File: src/rtl/loopback_frame_emulator_if.sv
// Byte-wide valid/ready stream used for both the MOSI (inbound) and MISO (outbound) sides.
interface loopback_frame_emulator_if;
  logic [7:0] tdata;
  logic       tvalid;
  logic       tready;

  // Producer side of the stream.
  modport master (
    output tdata,
    output tvalid,
    input  tready
  );

  // Consumer side of the stream.
  modport slave (
    input  tdata,
    input  tvalid,
    output tready
  );
endinterface

File: src/rtl/loopback_frame_emulator.sv
// Loopback frame emulator: decodes command bytes from the MOSI stream and emits
// framed responses (header, length, payload, XOR checksum) on the MISO stream.
// Payload is either a persistent sequence counter (GEN) or echoed input (ECHO).
module loopback_frame_emulator #(
  parameter logic [7:0] CMD_GEN   = 8'h20,
  parameter logic [7:0] CMD_ECHO  = 8'h40,
  parameter logic [7:0] FRAME_HDR = 8'hA5
) (
  input  logic                           clk_core,
  input  logic                           clk_core_res,
  input  logic                           enable,
  loopback_frame_emulator_if.slave       s_axis,
  loopback_frame_emulator_if.master      m_axis,
  output logic                           busy,
  output logic [15:0]                    frame_count,
  output logic [7:0]                     err_count
);

  // Each non-idle state names the byte currently held (or about to be held) in the
  // output register; the state advances when that byte is handed off downstream.
  typedef enum logic [2:0] {
    StIdle,
    StLen,
    StHdr,
    StLenOut,
    StPayload,
    StCsum
  } state_e;

  state_e      state_q, state_d;
  logic        echo_q, echo_d;
  logic [7:0]  len_q, len_d;
  logic [8:0]  rem_q, rem_d;
  logic [7:0]  seq_q, seq_d;
  logic [7:0]  csum_q, csum_d;
  logic [7:0]  out_data_q, out_data_d;
  logic        out_valid_q, out_valid_d;
  logic [15:0] frame_count_q, frame_count_d;
  logic [7:0]  err_count_q, err_count_d;
  // Low while in reset and until the first edge after release, so command
  // acceptance only starts one clock after reset is removed.
  logic        run_q;

  logic        s_ready;
  logic        s_fire;
  logic        drain;
  logic        can_load;
  logic        more_to_load;

  // Run flag: rises on the first clock edge after reset release.
  always_ff @(posedge clk_core or posedge clk_core_res) begin
    if (clk_core_res) begin
      run_q <= 1'b0;
    end else begin
      run_q <= 1'b1;
    end
  end

  // State and datapath registers.
  always_ff @(posedge clk_core or posedge clk_core_res) begin
    if (clk_core_res) begin
      state_q       <= StIdle;
      echo_q        <= 1'b0;
      len_q         <= 8'h00;
      rem_q         <= 9'd0;
      seq_q         <= 8'h00;
      csum_q        <= 8'h00;
      out_data_q    <= 8'h00;
      out_valid_q   <= 1'b0;
      frame_count_q <= 16'h0000;
      err_count_q   <= 8'h00;
    end else begin
      state_q       <= state_d;
      echo_q        <= echo_d;
      len_q         <= len_d;
      rem_q         <= rem_d;
      seq_q         <= seq_d;
      csum_q        <= csum_d;
      out_data_q    <= out_data_d;
      out_valid_q   <= out_valid_d;
      frame_count_q <= frame_count_d;
      err_count_q   <= err_count_d;
    end
  end

  // Next-state, input acceptance and output-register loading.
  always_comb begin
    state_d       = state_q;
    echo_d        = echo_q;
    len_d         = len_q;
    rem_d         = rem_q;
    seq_d         = seq_q;
    csum_d        = csum_q;
    out_data_d    = out_data_q;
    out_valid_d   = out_valid_q;
    frame_count_d = frame_count_q;
    err_count_d   = err_count_q;
    s_ready       = 1'b0;

    drain    = out_valid_q & m_axis.tready;
    can_load = ~out_valid_q | m_axis.tready;
    // Payload bytes not yet placed in the output register.
    more_to_load = (rem_q - 9'(out_valid_q)) != 9'd0;

    case (state_q)
      StIdle: begin
        s_ready = enable & run_q;
        if (s_ready && s_axis.tvalid) begin
          if (s_axis.tdata == CMD_GEN) begin
            echo_d  = 1'b0;
            state_d = StLen;
          end else if (s_axis.tdata == CMD_ECHO) begin
            echo_d  = 1'b1;
            state_d = StLen;
          end else if (s_axis.tdata != 8'h00 && s_axis.tdata != 8'hFF) begin
            if (err_count_q != 8'hFF) begin
              err_count_d = err_count_q + 8'd1;
            end
          end
        end
      end

      StLen: begin
        s_ready = 1'b1;
        if (s_axis.tvalid) begin
          len_d       = s_axis.tdata;
          rem_d       = (s_axis.tdata == 8'h00) ? 9'd256 : {1'b0, s_axis.tdata};
          csum_d      = 8'h00;
          // Register is empty here, so the header goes out on the very next cycle.
          out_data_d  = FRAME_HDR;
          out_valid_d = 1'b1;
          state_d     = StHdr;
        end
      end

      StHdr: begin
        if (drain) begin
          out_data_d = len_q;
          state_d    = StLenOut;
        end
      end

      StLenOut: begin
        if (drain) begin
          state_d = StPayload;
          if (!echo_q) begin
            // Preload the first generated byte to avoid a bubble after the length.
            out_data_d = seq_q;
            seq_d      = seq_q + 8'd1;
            csum_d     = csum_q ^ seq_q;
          end else begin
            out_valid_d = 1'b0;
          end
        end
      end

      StPayload: begin
        if (drain) begin
          rem_d = rem_q - 9'd1;
        end
        if (drain && rem_q == 9'd1) begin
          // Last payload byte leaves now; every payload byte is already in csum_q.
          out_data_d = csum_q;
          state_d    = StCsum;
        end else if (can_load && more_to_load) begin
          if (!echo_q) begin
            out_data_d  = seq_q;
            out_valid_d = 1'b1;
            seq_d       = seq_q + 8'd1;
            csum_d      = csum_q ^ seq_q;
          end else begin
            s_ready = 1'b1;
            if (s_axis.tvalid) begin
              out_data_d  = s_axis.tdata;
              out_valid_d = 1'b1;
              csum_d      = csum_q ^ s_axis.tdata;
            end else if (drain) begin
              out_valid_d = 1'b0;
            end
          end
        end else if (drain) begin
          out_valid_d = 1'b0;
        end
      end

      StCsum: begin
        if (drain) begin
          out_valid_d   = 1'b0;
          frame_count_d = frame_count_q + 16'd1;
          state_d       = StIdle;
        end
      end

      default: begin
        state_d     = StIdle;
        out_valid_d = 1'b0;
      end
    endcase
  end

  assign s_fire        = s_ready & s_axis.tvalid;
  assign s_axis.tready = s_ready;
  assign m_axis.tdata  = out_data_q;
  assign m_axis.tvalid = out_valid_q;
  assign busy          = (state_q != StIdle);
  assign frame_count   = frame_count_q;
  assign err_count     = err_count_q;

  // Handshake indicator kept for debug visibility; acceptance is decoded per state.
  logic s_fire_unused;
  assign s_fire_unused = s_fire;

endmodule

File: src/flat_wrapper.sv
// flat-port wrapper written by rule: the top's interface ports become plain ports
module loopback_frame_emulator_flat 
#(
  parameter logic [7:0] CMD_GEN   = 8'h20,
  parameter logic [7:0] CMD_ECHO  = 8'h40,
  parameter logic [7:0] FRAME_HDR = 8'hA5
)
  (clk_core, clk_core_res, enable, busy, frame_count, err_count, s_axis_tdata, s_axis_tvalid, s_axis_tready, m_axis_tdata, m_axis_tvalid, m_axis_tready);
  loopback_frame_emulator_if s_axis_i ();
  loopback_frame_emulator_if m_axis_i ();
  input  logic clk_core;
  input  logic clk_core_res;
  input  logic enable;
  output logic busy;
  output logic [15:0] frame_count;
  output logic [7:0] err_count;
  input wire logic [$bits(s_axis_i.tdata)-1:0] s_axis_tdata;
  input wire logic [$bits(s_axis_i.tvalid)-1:0] s_axis_tvalid;
  output wire logic [$bits(s_axis_i.tready)-1:0] s_axis_tready;
  output wire logic [$bits(m_axis_i.tdata)-1:0] m_axis_tdata;
  output wire logic [$bits(m_axis_i.tvalid)-1:0] m_axis_tvalid;
  input wire logic [$bits(m_axis_i.tready)-1:0] m_axis_tready;
  assign s_axis_i.tdata = s_axis_tdata;
  assign s_axis_i.tvalid = s_axis_tvalid;
  assign s_axis_tready = s_axis_i.tready;
  assign m_axis_tdata = m_axis_i.tdata;
  assign m_axis_tvalid = m_axis_i.tvalid;
  assign m_axis_i.tready = m_axis_tready;
  loopback_frame_emulator #(.CMD_GEN(CMD_GEN), .CMD_ECHO(CMD_ECHO), .FRAME_HDR(FRAME_HDR)) u_core (.clk_core(clk_core), .clk_core_res(clk_core_res), .enable(enable), .s_axis(s_axis_i), .m_axis(m_axis_i), .busy(busy), .frame_count(frame_count), .err_count(err_count));
endmodule
File: config.mk
export PLATFORM = sky130hd
export DESIGN_NAME = loopback_frame_emulator_flat
export DESIGN_NICKNAME = d
export VERILOG_FILES = /design/src/rtl/loopback_frame_emulator_if.sv /design/src/rtl/loopback_frame_emulator.sv /design/src/flat_wrapper.sv
export SDC_FILE = /design/constraint.sdc
export NUM_CORES = 1
export LEC_CHECK = 0
export ABC_CLOCK_PERIOD_IN_PS = 2680
export CAP_MARGIN = 20
export CORE_MARGIN = 5
export CORE_UTILIZATION = 38
export CTS_CLUSTER_SIZE = 8
export DETAILED_ROUTE_END_ITERATION = 6
export GPL_ROUTABILITY_DRIVEN = 0
export PLACE_DENSITY = 0.58
export SETUP_SLACK_MARGIN = 0.3
export SLEW_MARGIN = 20
export SYNTH_ARGS = -nofsm -noshare
export SYNTH_HDL_FRONTEND = slang
export SYNTH_SLANG_ARGS = --single-unit
File: constraint.sdc
create_clock -name clk_core -period 2.68 [get_ports clk_core]
set_input_delay 0.67 -clock clk_core [delete_from_list [all_inputs] [get_ports clk_core]]
set_output_delay 0.67 -clock clk_core [all_outputs]
set_load 0.005 [all_outputs]
# ---- Yosys cells after proc, flatten, opt, wreduce, memory -nomap -nowiden
# Cells that the tools add are included.
dict set report totals {
  output_inout_bits 35
  wordCells 125
  reg_bits 71
  input_bits 13
}
dict set report op_classes {
  n_reduce_logical 25
  n_bitwise 9
  n_eq_ne 25
  muxes 50
  addsub 5
}
# op n
set ops {}
lappend ops {{$mux 8} 19}
lappend ops {{$pmux 8 s4} 1}
lappend ops {{$mux 9} 3}
lappend ops {{$mux 3} 8}
lappend ops {{$pmux 8 s3} 1}
lappend ops {{$reduce_and 7->1} 3}
lappend ops {{$pmux 3 s6} 1}
lappend ops {{$pmux 9 s2} 1}
lappend ops {{$add 16x1->16 const B} 1}
lappend ops {{$add 8x1->8 const B} 2}
lappend ops {{$ne 2x1->1 const B} 8}
lappend ops {{$ne 8x8->1 const B} 2}
lappend ops {{$pmux 8 s2} 1}
lappend ops {{$xor 8x8->8} 2}
lappend ops {{$mux 1} 13}
lappend ops {{$eq 9x1->1 const B} 1}
lappend ops {{$reduce_bool 9->1} 1}
lappend ops {{$sub 9x1->9} 1}
lappend ops {{$sub 9x1->9 const B} 1}
lappend ops {{$eq 8x6->1 const B} 1}
lappend ops {{$eq 8x7->1 const B} 1}
lappend ops {{$logic_not 8->1} 1}
lappend ops {{$reduce_bool 8->1} 1}
lappend ops {{$eq 3x2->1 const B} 2}
lappend ops {{other kinds (22)} 38}

# ---- Logic depth before layout (Yosys ltp)
dict set report logic_depth {
  word_depth 7
  depth_mapped 9
  ltp_nobuf 7
}

# ---- Worst setup path after synthesis
# Ideal clock, no wire load.
dict set report synth_timing {
  kind {register to output}
  start {reg u_core.out_valid_q, in the netlist u_core.m_axis.tvalid}
  end {out s_axis_tready}
  t_arrival_ns 1.528
  stages_incl_launch_ff 7
  n_path_buf 0
  path_slack_ns 0.482
  t_required_ns 2.010
  cell_sequence {dfrtp_1 > ha_1 > nand2b_1 > o21ai_0 > a2111oi_0 > nor2_1 > nor2_1}
}
dict set report synth_between {
  elab_chain_cells 6
}
# item line
set synth_lines {}
lappend synth_lines {{from (decl)} loopback_frame_emulator.sv:37} ;# logic out_valid_q, out_valid_d;
lappend synth_lines {{from (signal assigned)} loopback_frame_emulator.sv:80} ;# out_valid_q <= out_valid_d;
lappend synth_lines {{$sub 9x1->9 / $not 1->1 (equally long branches)} {loopback_frame_emulator.sv:103, loopback_frame_emulator.sv:101}}
lappend synth_lines {{$reduce_bool 9->1 / $or 1x1->1 (equally long branches)} {loopback_frame_emulator.sv:103, loopback_frame_emulator.sv:101}}
lappend synth_lines {{$logic_and 1x1->1} loopback_frame_emulator.sv:165} ;# end else if (can_load && more_to_load) begin
lappend synth_lines {{$mux 1} loopback_frame_emulator.sv:165}
lappend synth_lines {{$mux 1 (*)} loopback_frame_emulator.sv:161} ;# if (drain && rem_q == 9'd1) begin
lappend synth_lines {{$pmux 1 s3 (*)} loopback_frame_emulator.sv:105} ;# case (state_q)
lappend synth_lines {{to (decl)} flat_wrapper.sv:19} ;# output wire logic [$bits(s_axis_i.tready)-1:0] s_axis_tready;
# Mark *: on every way between the ends. The rest lies on a longest branch, timed or not.

# ---- Final worst setup path
dict set report layout_timing {
  start {reg u_core.rem_q[0]}
  end {out s_axis_tready}
}
dict set report layout_between {
  elab_chain_cells 6
}
# item line
set layout_lines {}
lappend layout_lines {{from (decl)} loopback_frame_emulator.sv:33} ;# logic [8:0] rem_q, rem_d;
lappend layout_lines {{from (signal assigned)} loopback_frame_emulator.sv:76} ;# rem_q <= rem_d;
lappend layout_lines {{$sub 9x1->9} loopback_frame_emulator.sv:103} ;# more_to_load = (rem_q - 9'(out_valid_q)) != 9'd0;
lappend layout_lines {{$reduce_bool 9->1} loopback_frame_emulator.sv:103}
lappend layout_lines {{$logic_and 1x1->1} loopback_frame_emulator.sv:165}
lappend layout_lines {{$mux 1} loopback_frame_emulator.sv:165}
lappend layout_lines {{$mux 1 (*)} loopback_frame_emulator.sv:161}
lappend layout_lines {{$pmux 1 s3 (*)} loopback_frame_emulator.sv:105}
# Marked as above.

==> metrics.log <==
INFO  metric synth_enable_flop_cells = 0
INFO  metric die_height = 113.3 µm
INFO  metric design.final.nets = 508
INFO  metric routed_via_density = 5.459
INFO  metric p_leak = 2.278 nW
INFO  metric worst_slack = 0.2151 ns
INFO  metric crit_path_cell_trace = inv_2 -> ha_4 -> xor2_4 -> o21ai_2 -> a2111oi_4 -> nor2_1 -> nor2_1 -> buf_2
INFO  metric final.period_utilization = 0.9197
INFO  metric vias_in_the_first_global_route = 3484
INFO  metric tritoncts = done
INFO  metric yosys.cell_types.count = 56
INFO  metric areaGrowthSynthToFinish = 29.59%
INFO  metric initial_cell_density_of_the_core = 0.3910
INFO  metric clock_skew_after_layout = 0.009203 ns
INFO  metric synthDominantAreaCellType = sky130_fd_sc_hd__dfrtp_1
INFO  metric crit_family = flip-flops
INFO  metric final_period_minus_worst_setup_slack = 2.465 ns
INFO  metric maximum_clock_frequency = 405.7 MHz
INFO  metric ant_nets = 0
INFO  metric die_area = 12840 µm²
INFO  metric synth_ff_type = sky130_fd_sc_hd__dfrtp_1
INFO  metric yosys.area.top_type_share = 0.4381
INFO  metric slew_hr = 0.5041
INFO  metric dpl_cell_area = 4965 µm²
INFO  metric postSynth.asyncResetShare = 1.000
INFO  metric post-place-ws = -0.5290 ns
INFO  metric finalHoldViolCount = 0
INFO  metric cap_violations = 0
INFO  metric grt_start_max_net_pins = 47
INFO  metric most_frequent_cell_on_the_critical_path = sky130_fd_sc_hd__nor2_1
INFO  metric detailed_place_hpwl = 7476 µm
INFO  metric run_status = completed
INFO  metric antenna-diode-count = 0
INFO  metric grt_use_total = 0.1678
INFO  metric router_iterations_before_antenna_repair = 4
INFO  metric min-delay-path-class = flip-flop to flip-flop
INFO  metric synth_nets = 424
INFO  metric worstSkewPairLatency = 0.34 ns
INFO  metric critPathBufInv = 2
INFO  metric port_buffers = 47
INFO  metric timing.critical_path.slowest_cell_delay = 0.41 ns
INFO  metric maxSlewViolCount = 0
INFO  metric critical_path.slowest_cell = sky130_fd_sc_hd__dfrtp_1
INFO  metric clkSlewWorstSetupHoldPaths = 0.08 ns
INFO  metric mappedNetlistArea = 4055 µm²
INFO  metric nFillCells = 987
INFO  metric critPathRequiredTime = 2.01 ns
INFO  metric timing.setup.critical_path_class = flip-flop to output port
INFO  metric crit_arrival = 1.79 ns
INFO  metric worstPathMaxFanout = 2
INFO  metric clock_sinks = 71
INFO  metric yosys-top-cells-area = sky130_fd_sc_hd__dfrtp_1 (44%), sky130_fd_sc_hd__mux2_2 (8.1%), sky130_fd_sc_hd__xnor2_1 (5.2%)
INFO  metric critical_path_cell_count = 8
INFO  metric postSynthRegisterBits = 71
INFO  metric boundaryPins = 48
INFO  metric reg2reg_depth = 6
INFO  metric die_width = 113.3 µm
INFO  metric final_layout_size_suffix_gt1_frac = 0.2211
INFO  metric cp-start-kind = flip-flop
INFO  metric core = 10370 µm²
INFO  metric irDropWorstVdd = 0.3943 mV
INFO  metric cts_max_path_buffers = 2
INFO  metric wl = 10500 µm
INFO  metric rsz0062_at_grt = yes
INFO  metric count_of_h_tree_levels_built_during_cts = 3
INFO  metric cts_inserted_buffers = 9
INFO  metric power_per_cell_area = 833.8 nW/µm²
INFO  metric cts.hold.buffers_added = 0
INFO  metric vias_after_detailed_routing = 3434
INFO  metric number_of_antenna_violations_at_the_first_check_in_global_routing = 0
INFO  metric grt_first_pass_wirelength = 17280 µm
INFO  metric rows = 37
INFO  metric clockRootBuffer = sky130_fd_sc_hd__clkbuf_8
INFO  metric timing.final.setup_violations = 0
INFO  metric drt-wirelength-per-cell = 16.69 µm
INFO  metric drc_markers = 0
INFO  metric syn_avg_cell_area = 10.01 µm²
INFO  metric drt-initial-drc-count = 216
INFO  metric final_cell_area = 5255 µm²
INFO  metric portion_of_the_post_synthesis_area_used_by_sequential_elements = 0.4381
INFO  metric grt_overflow_total = 0
INFO  metric cp-end-kind = output port
INFO  metric synth_cells = 405
INFO  metric fin_setup_tns = 0 ns
INFO  metric least_margin_pin_slew = 0.7439 ns
INFO  metric ys.warnings.count = 0
INFO  metric timing.hold.worst_path_depth = 1
-- worst paths after layout --
kind,startpoint,to,slack (ns)
setup / recovery,u_core.rem_q[0]$_DFFE_PP0P_,s_axis_tready,0.22
hold / removal,u_core.frame_count[15]$_DFFE_PP0P_,u_core.frame_count[15]$_DFFE_PP0P_,0.49
setup reg to reg,u_core.rem_q[3]$_DFFE_PP0P_,u_core.m_axis.tdata[6]$_DFFE_PP0P_,0.41
hold reg to reg,u_core.frame_count[15]$_DFFE_PP0P_,u_core.frame_count[15]$_DFFE_PP0P_,0.49
max in group asynchronous,clk_core_res,u_core.rem_q[7]$_DFFE_PP0P_,1.57
min in group asynchronous,clk_core_res,u_core.frame_count[15]$_DFFE_PP0P_,0.60
-- layout make-up --
class	instances	area [µm²]	share of cell area
clock buffers	10	137.6	0.02619
clock inverters	5	58.81	0.01119
inverters	9	37.54	0.007143
multi-input cells	303	2208	0.4202
flip-flops and latches	71	1778	0.3383
well taps	136	170.2	0.03238
repair buffers	95	864.6	0.1645
-- state kept, by name, summed over array words and instances, names as in the netlist --
name,count
u_core.frame_count,16
u_core.rem_q,9
u_core.csum_q,8
u_core.err_count,8
u_core.len_q,8
u_core.m_axis.tdata,8
u_core.seq_q,8
u_core.state_q,3
u_core.echo_q,1
u_core.m_axis.tvalid,1
u_core.run_q,1
-- logic make-up after synthesis --
| logic type | Yosys count | synth area share |
|---|---|---|
| buffers and inverters | 31 | 0.03548 |
| AOI/OAI and AO/OA | 89 | 0.1472 |
| adders and majority gates | 6 | 0.01851 |
| other | 1 | 0.0009248 |
| DFF | 71 | 0.4381 |
| and+or+nand+nor | 130 | 0.1703 |
| muxes | 45 | 0.1203 |
| xor gates and xnor gates | 32 | 0.06911 |
-- synthesized netlist by cell type, types with 9 or more instances --
| cell type | count |
|---|---|
| sky130_fd_sc_hd__mux2i_1 | 15 |
| sky130_fd_sc_hd__inv_1 | 9 |
| sky130_fd_sc_hd__clkbuf_1 | 11 |
| sky130_fd_sc_hd__nor2_1 | 33 |
| sky130_fd_sc_hd__mux2_2 | 29 |
| sky130_fd_sc_hd__xnor2_1 | 24 |
| sky130_fd_sc_hd__a21oi_1 | 31 |
| sky130_fd_sc_hd__dfrtp_1 | 71 |
| sky130_fd_sc_hd__nand4_1 | 16 |
| sky130_fd_sc_hd__o21ai_0 | 18 |
| sky130_fd_sc_hd__nand2_1 | 25 |
-- timing repair --
action | in CTS | in global routing
pin swaps | 3 | 0
setup buffers | 3 | 0
gates resized for setup | 18 | 4
endpoints found under the setup margin | 2 | 2
gates cloned | 0 | 0
-- placed cells by master (no fill, tap or decap), types with 15 or more instances in the layout --
master,instances
sky130_fd_sc_hd__nor2_1,32
sky130_fd_sc_hd__mux2i_1,15
sky130_fd_sc_hd__o21ai_0,17
sky130_fd_sc_hd__xnor2_1,24
sky130_fd_sc_hd__mux2_2,29
sky130_fd_sc_hd__dfrtp_1,70
sky130_fd_sc_hd__clkdlybuf4s50_1,44
sky130_fd_sc_hd__buf_4,44
sky130_fd_sc_hd__nand4_1,16
sky130_fd_sc_hd__a21oi_1,31
sky130_fd_sc_hd__nand2_1,25
-- metal layers --
metal  routed length [µm]  GRT usage  up-vias
met4                  160    0.05048        0
met2                 4903     0.2769       92
met1                 4948     0.2192     1679
li1                     -          -     1647
met3                  482    0.03957       16
met5                    0          0        -
-- metrics by stage --
step	utilization	total power, mW	hold slack, ns	cells
after global routing	0.5068	4.686	0.5274	629
after global placement	0.4788	3.383	0.4604	611
after CTS	0.5037	4.375	0.5009	629
final	0.5068	4.382	0.4877	629
after detailed placement	0.4788	3.410	0.4848	611
after floorplan	-	2.618	0.4647	405
-- worst reg2reg max path: stages, from the launching register on --
cell and delay, ns:
sky130_fd_sc_hd__dfrtp_1 0.44, sky130_fd_sc_hd__or3_4 0.43, sky130_fd_sc_hd__or3_1 0.49, sky130_fd_sc_hd__buf_4 0.24
sky130_fd_sc_hd__mux2i_1 0.18, sky130_fd_sc_hd__o22ai_1 0.11, sky130_fd_sc_hd__mux2_2 0.27
-- power breakdown --
part | internal, mW | switching, mW | leakage, nW
clock | 0.450 | 0.410 | 0.0944
sequential | 1.34 | 0.233 | 0.921
combinational | 1.02 | 0.933 | 1.26
No activity file was read; power rests on OpenSTA's default activity.
